<file path="src/rtl/mem_preloader.sv">
// Program loader: parses framed DATA/FILL/GO records from a byte stream into RAM,
// then releases the CPU with the received start vector and hands it the RAM port.
module mem_preloader #(
  parameter int unsigned ADDR_W      = 16,
  parameter logic [15:0] DEFAULT_VEC = 16'h0400
) (
  input  logic              clk,
  input  logic              rst,
  input  logic              s_valid,
  input  logic [7:0]        s_data,
  output logic              s_ready,
  input  logic [ADDR_W-1:0] cpu_addr,
  input  logic [7:0]        cpu_wdata,
  input  logic              cpu_we,
  output logic [ADDR_W-1:0] mem_addr,
  output logic [7:0]        mem_wdata,
  output logic              mem_we,
  output logic              cpu_run,
  output logic [15:0]       pc_vec,
  output logic              load_done,
  output logic              load_err,
  output logic [7:0]        seg_count
);

  localparam int unsigned LEN_W = 16;

  typedef enum logic [3:0] {
    HDR, ADDR_L, ADDR_H, LEN_L, LEN_H, DATA, VAL, CSUM, FILL, VEC_L, VEC_H, RUN, ERR
  } state_t;

  state_t            state_q, state_d;
  logic [ADDR_W-1:0] addr_q, addr_d;
  logic [LEN_W-1:0]  len_q, len_d;
  logic [7:0]        csum_q, csum_d;
  logic [7:0]        val_q, val_d;
  logic [7:0]        vec_lo_q, vec_lo_d;
  logic [7:0]        seg_q, seg_d;
  logic              is_fill_q, is_fill_d;
  logic              ready_q, ready_d;
  logic              we_q, we_d;
  logic [ADDR_W-1:0] waddr_q, waddr_d;
  logic [7:0]        wdata_q, wdata_d;
  logic              run_q, run_d;
  logic              done_q, done_d;
  logic              err_q, err_d;
  logic [15:0]       vec_q, vec_d;

  logic              hs;
  logic [7:0]        csum_sum;
  logic [LEN_W-1:0]  len_full;

  assign hs       = s_valid & ready_q;
  assign csum_sum = csum_q + s_data;
  assign len_full = {s_data, len_q[7:0]};

  // State and datapath registers
  always_ff @(posedge clk) begin
    if (rst) begin
      state_q   <= HDR;
      addr_q    <= '0;
      len_q     <= '0;
      csum_q    <= 8'h00;
      val_q     <= 8'h00;
      vec_lo_q  <= 8'h00;
      seg_q     <= 8'h00;
      is_fill_q <= 1'b0;
      ready_q   <= 1'b0;
      we_q      <= 1'b0;
      waddr_q   <= '0;
      wdata_q   <= 8'h00;
      run_q     <= 1'b0;
      done_q    <= 1'b0;
      err_q     <= 1'b0;
      vec_q     <= DEFAULT_VEC;
    end else begin
      state_q   <= state_d;
      addr_q    <= addr_d;
      len_q     <= len_d;
      csum_q    <= csum_d;
      val_q     <= val_d;
      vec_lo_q  <= vec_lo_d;
      seg_q     <= seg_d;
      is_fill_q <= is_fill_d;
      ready_q   <= ready_d;
      we_q      <= we_d;
      waddr_q   <= waddr_d;
      wdata_q   <= wdata_d;
      run_q     <= run_d;
      done_q    <= done_d;
      err_q     <= err_d;
      vec_q     <= vec_d;
    end
  end

  // Record parser: next state and registered outputs
  always_comb begin
    state_d   = state_q;
    addr_d    = addr_q;
    len_d     = len_q;
    csum_d    = csum_q;
    val_d     = val_q;
    vec_lo_d  = vec_lo_q;
    seg_d     = seg_q;
    is_fill_d = is_fill_q;
    we_d      = 1'b0;
    waddr_d   = waddr_q;
    wdata_d   = wdata_q;
    run_d     = run_q;
    done_d    = done_q;
    err_d     = err_q;
    vec_d     = vec_q;

    if (hs) csum_d = csum_sum;

    case (state_q)
      HDR: if (hs) begin
        csum_d = 8'h00;
        case (s_data)
          8'h01: begin is_fill_d = 1'b0; state_d = ADDR_L; end
          8'h03: begin is_fill_d = 1'b1; state_d = ADDR_L; end
          8'h02: state_d = VEC_L;
          default: begin err_d = 1'b1; state_d = ERR; end
        endcase
      end
      ADDR_L: if (hs) begin
        addr_d  = ADDR_W'({8'h00, s_data});
        state_d = ADDR_H;
      end
      ADDR_H: if (hs) begin
        addr_d  = ADDR_W'({s_data, addr_q[7:0]});
        state_d = LEN_L;
      end
      LEN_L: if (hs) begin
        len_d   = {8'h00, s_data};
        state_d = LEN_H;
      end
      LEN_H: if (hs) begin
        len_d = len_full;
        if (is_fill_q)            state_d = VAL;
        else if (len_full != '0)  state_d = DATA;
        else                      state_d = CSUM;
      end
      DATA: if (hs) begin
        we_d    = 1'b1;
        waddr_d = addr_q;
        wdata_d = s_data;
        addr_d  = addr_q + ADDR_W'(1);
        len_d   = len_q - LEN_W'(1);
        if (len_q == LEN_W'(1)) state_d = CSUM;
      end
      VAL: if (hs) begin
        val_d   = s_data;
        state_d = CSUM;
      end
      CSUM: if (hs) begin
        if (csum_sum == 8'h00) begin
          seg_d = (seg_q == 8'hFF) ? seg_q : seg_q + 8'd1;
          // First fill write issues on the csum edge so the run is exactly len cycles
          if (is_fill_q && len_q != '0) begin
            we_d    = 1'b1;
            waddr_d = addr_q;
            wdata_d = val_q;
            addr_d  = addr_q + ADDR_W'(1);
            len_d   = len_q - LEN_W'(1);
            state_d = FILL;
          end else begin
            state_d = HDR;
          end
        end else begin
          err_d   = 1'b1;
          state_d = ERR;
        end
      end
      FILL: begin
        if (len_q != '0) begin
          we_d    = 1'b1;
          waddr_d = addr_q;
          wdata_d = val_q;
          addr_d  = addr_q + ADDR_W'(1);
          len_d   = len_q - LEN_W'(1);
        end else begin
          state_d = HDR;
        end
      end
      VEC_L: if (hs) begin
        vec_lo_d = s_data;
        state_d  = VEC_H;
      end
      VEC_H: if (hs) begin
        vec_d   = {s_data, vec_lo_q};
        run_d   = 1'b1;
        done_d  = 1'b1;
        state_d = RUN;
      end
      RUN, ERR: ;
      default: state_d = HDR;
    endcase

    ready_d = !(state_d inside {FILL, RUN, ERR});
  end

  // RAM port belongs to the CPU once released
  assign mem_addr  = run_q ? cpu_addr  : waddr_q;
  assign mem_wdata = run_q ? cpu_wdata : wdata_q;
  assign mem_we    = run_q ? cpu_we    : we_q;

  assign s_ready   = ready_q;
  assign cpu_run   = run_q;
  assign pc_vec    = vec_q;
  assign load_done = done_q;
  assign load_err  = err_q;
  assign seg_count = seg_q;

endmodule

</file>
<file path="config.mk">
export PLATFORM = sky130hd
export DESIGN_NAME = mem_preloader
export DESIGN_NICKNAME = d
export VERILOG_FILES = /design/src/rtl/mem_preloader.sv
export SDC_FILE = /design/constraint.sdc
export NUM_CORES = 1
export LEC_CHECK = 0
export ABC_CLOCK_PERIOD_IN_PS = 3600
export CORE_ASPECT_RATIO = 0.75
export CORE_MARGIN = 3
export CORE_UTILIZATION = 50
export CTS_CLUSTER_SIZE = 28
export DETAILED_ROUTE_END_ITERATION = 10
export PLACE_DENSITY_LB_ADDON = 0.3
export SLEW_MARGIN = 20
export SYNTH_ARGS = -nofsm -noshare
export SYNTH_HDL_FRONTEND = slang
export SYNTH_SLANG_ARGS = --single-unit
</file>
<file path="constraint.sdc">
create_clock -name clk -period 3.6 [get_ports clk]
set_input_delay 0.72 -clock clk [delete_from_list [all_inputs] [get_ports clk]]
set_output_delay 0.72 -clock clk [all_outputs]
set_load 0.03 [all_outputs]
</file>
==> results.json <==
{
  "netlist_area_um2": 6190,
  "yosysWarnings": 0,
  "synth_nets": 802,
  "path_cells": "clkdlybuf4s50_1 > ha_1 > buf_4 > a311oi_1 > o311ai_1 > or2_1 > or3_4 > buf_4 > a211oi_4 > buf_6 > buf_12 > mux2i_1 > nor2_1",
  "synthCells": 754,
  "cts_tree": "yes",
  "powerDensity_nw_per_um2": 714,
  "power.internal_w": 0.00359,
  "synth.distinct_cells": 65,
  "ir_worst_vdd_v": 0.000383,
  "fillers": 952,
  "drt-vias-per-instance": 5.94,
  "drc": 0,
  "synth_edf_count": 0,
  "grt_max_degree": 62,
  "clkPwrFrac": 0.297,
  "hold_viol": 0,
  "synthFlopType": "dfxtp_1",
  "dp_cells": 1002,
  "critical_path.max_fanout": 8,
  "tightestPinTransition_ns": 0.879,
  "period_needed_ns": 3.45,
  "switching_power_w": 0.00226,
  "grt_pass1_wl_um": 30300,
  "cts-root-buf": "clkbuf_16",
  "drtIter0Drc": 509,
  "skew_ns": 0.00773,
  "final.period_utilization": 0.959,
  "start_util": 0.524,
  "fin_cells": 1041,
  "setup_viol": 0,
  "ys_seq_area_frac": 0.365,
  "antenna_cells": 0,
  "cp-end-kind": "flip-flop",
  "synth-async-reset-ratio": 0,
  "critPathMaxStageDelay_ns": 0.44,
  "antenna_left": 0,
  "die_area_um2": 13800,
  "gp_congestion": 0.917,
  "vias": 6185,
  "swShare": 0.387,
  "relSlewSlack": 0.412,
  "maxCapViolations": 0,
  "stdcell_area_um2": 8200,
  "slew_violations": 0,
  "io_pins": 89,
  "routed_wl_um": 18600,
  "dieWidth_um": 135,
  "cpMaxStageDelayCell": "clkdlybuf4s50_1",
  "clk_latency_ns": 0.42,
  "synthToLayoutAreaGrowth_pct": 32.4,
  "crit_required_ns": 3.87,
  "grt_pass1_vias": 5992,
  "dr.pass1.iters": 5,
  "grtUsageTotal": 0.275,
  "arrival_ns": 3.73,
  "dp_hpwl_um": 12300,
  "htree_levels": 4,
  "yosys-top-cells-area": "dfxtp_1, mux2i_1, nor2_1",
  "crit_family": "buffers and inverters",
  "hold_buffers": 0,
  "p_comb_frac": 0.429,
  "p_leak_nw": 3.03,
  "post_synth.cell_area_avg_um2": 8.22,
  "grt_antenna_before_repair": 0,
  "clock_path_buffers": 2,
  "seqPwrFrac": 0.274,
  "cp-start-kind": "input port",
  "dpl_cell_area_um2": 7440,
  "cts_num_sinks": 113,
  "fmax_mhz": 290,
  "grt_overflow": 0,
  "port-buffer-count": 88,
  "rows": 34,
  "min_path_type": "flip-flop to flip-flop",
  "synth_top_cell_area_share": 0.365,
  "crit_buf_inv": 5,
  "synth_top_area_cell": "dfxtp_1",
  "die_h_um": 102,
  "cts_buffers": 17,
  "coreArea_um2": 11800,
  "wl_per_cell_um": 17.9,
  "cp_common_cell": "buf_4",
  "final_nets": 914,
  "clkTransAtPathRegs_ns": 0.05,
  "critical_path_class": "input port to flip-flop",
  "synth_seq_cells": 113,
  "status": "complete, no violations",
  "drive_gt1_frac": 0.180
}
-- cell usage after synthesis (4+ instances only) --
cell type,n
nand3_1,27
a311oi_1,5
xnor2_1,11
a31oi_1,7
o32ai_1,5
buf_6,8
dfxtp_1,113
nand2_1,78
o211ai_1,6
nand2b_1,5
nor2_1,106
mux2i_1,42
clkbuf_1,41
xor2_1,6
nor4_1,11
o21ai_0,27
ha_1,11
or2_2,4
inv_1,14
mux2_2,25
nor2b_1,6
a211oi_2,10
a211o_1,4
or3_1,5
a221oi_1,5
a21oi_1,61
and3_1,4
nor3_1,30
nand4_1,8
a22oi_1,9
-- path summary, 6_finish.rpt --
check,start,endpoint,slack [ns],cells past startpoint
worst max-delay path,s_data[4],waddr_q[10]$_SDFFE_PP0P_,0.15,13
worst min-delay path,pc_vec[11]$_SDFFE_PP0P_,pc_vec[11]$_SDFFE_PP0P_,0.46,2
worst max register to register,flip-flop,waddr_q[10]$_SDFFE_PP0P_,0.32,14
worst min register to register,pc_vec[11]$_SDFFE_PP0P_,pc_vec[11]$_SDFFE_PP0P_,0.46,2
-- layout by cell type, fill, tap and decap left out, types with 7 or more instances in the layout --
cell and count:
buf_4 56, inv_1 13, nand3_1 27, ha_1 9, clkinv_4 7, clkdlybuf4s50_1 85, a22oi_1 9, clkbuf_16 17
nor2_1 106, dfxtp_1 113, nor3_1 29, a31oi_1 7, a211oi_2 10, o21ai_0 26, nand2_1 78, mux2_2 25
nand4_1 8, mux2i_1 42, xnor2_1 11, a21oi_1 59, nor4_1 11
-- metrics by stage --
stage               setup TNS, ns  hold WS, ns  total power [W]   util  worst slack [ns]
finish                          0        0.457          0.00585  0.694             0.146
global route               -0.260        0.477          0.00617  0.694           -0.0583
CTS                             0        0.455          0.00577  0.690            0.0563
detailed placement         -32.69        0.449          0.00393  0.629            -0.650
global placement           -26.55        0.441          0.00387  0.629            -0.527
floorplan                       0        0.432          0.00324      -            0.0102
-- cell families after synthesis --
logic type	share of synthesized area
XOR/XNOR	0.0240
AO/OA/AOI/OAI	0.198
multiplexers	0.113
flip-flops	0.365
buffers and inverters	0.0539
adder cells (fa/ha/maj)	0.0254
AND/OR/NAND/NOR	0.220
-- tightest hold or removal path: stages, from the launching register on --
cell	delay, ns
dfxtp_1	0.31
nand2_1	0.05
a21oi_1	0.05
-- final cells by class --
cell class                      instances  area (um^2)  area share
Tap cell                              162          203      0.0247
Sequential cell                       113         2260       0.276
Inverter                               14         52.6     0.00641
Multi-Input combinational cell        571         3660       0.447
Timing Repair Buffer                  149         1410       0.172
Clock inverter                         15          188      0.0229
Clock buffer                           17          425      0.0519
-- registers in the layout, indices dropped and copies added, names as in the netlist, named ones only --
| name | count |
|---|---|
| load_err | 1 |
| we_q | 1 |
| wdata_q | 8 |
| len_q | 16 |
| s_ready | 1 |
| is_fill_q | 1 |
| vec_lo_q | 8 |
| state_q | 4 |
| load_done | 1 |
| val_q | 8 |
| pc_vec | 16 |
| waddr_q | 16 |
| seg_count | 8 |
| addr_q | 16 |
-- per-layer routing --
layer  global-route usage  vias to the layer above  wire, um
met5                    0                        -         0
met3               0.0709                       32      1430
met1                0.365                     2921      8320
met2                0.443                      279      8530
met4               0.0869                        0       333
li1                     -                     2953         -
-- power by group through the flow --
stage / registers, W / logic, W / clock network (W)
final: 0.00160 / 0.00251 / 0.00174
after global routing: 0.00163 / 0.00274 / 0.00181
after CTS: 0.00159 / 0.00244 / 0.00174
after detailed placement: 0.00162 / 0.00232 / 0
after global placement: 0.00161 / 0.00226 / 0
after floorplan: 0.00157 / 0.00167 / 0
-- repair_timing --
action / CTS / global route
setup endpoints to repair: 52 / 48
hold endpoints to repair: 0 / 0
resized for setup: 12 / 8
cloned: 2 / 0
pin swaps: 3 / 6
setup buffers: 3 / 2
No activity file was read; power rests on OpenSTA's default activity.
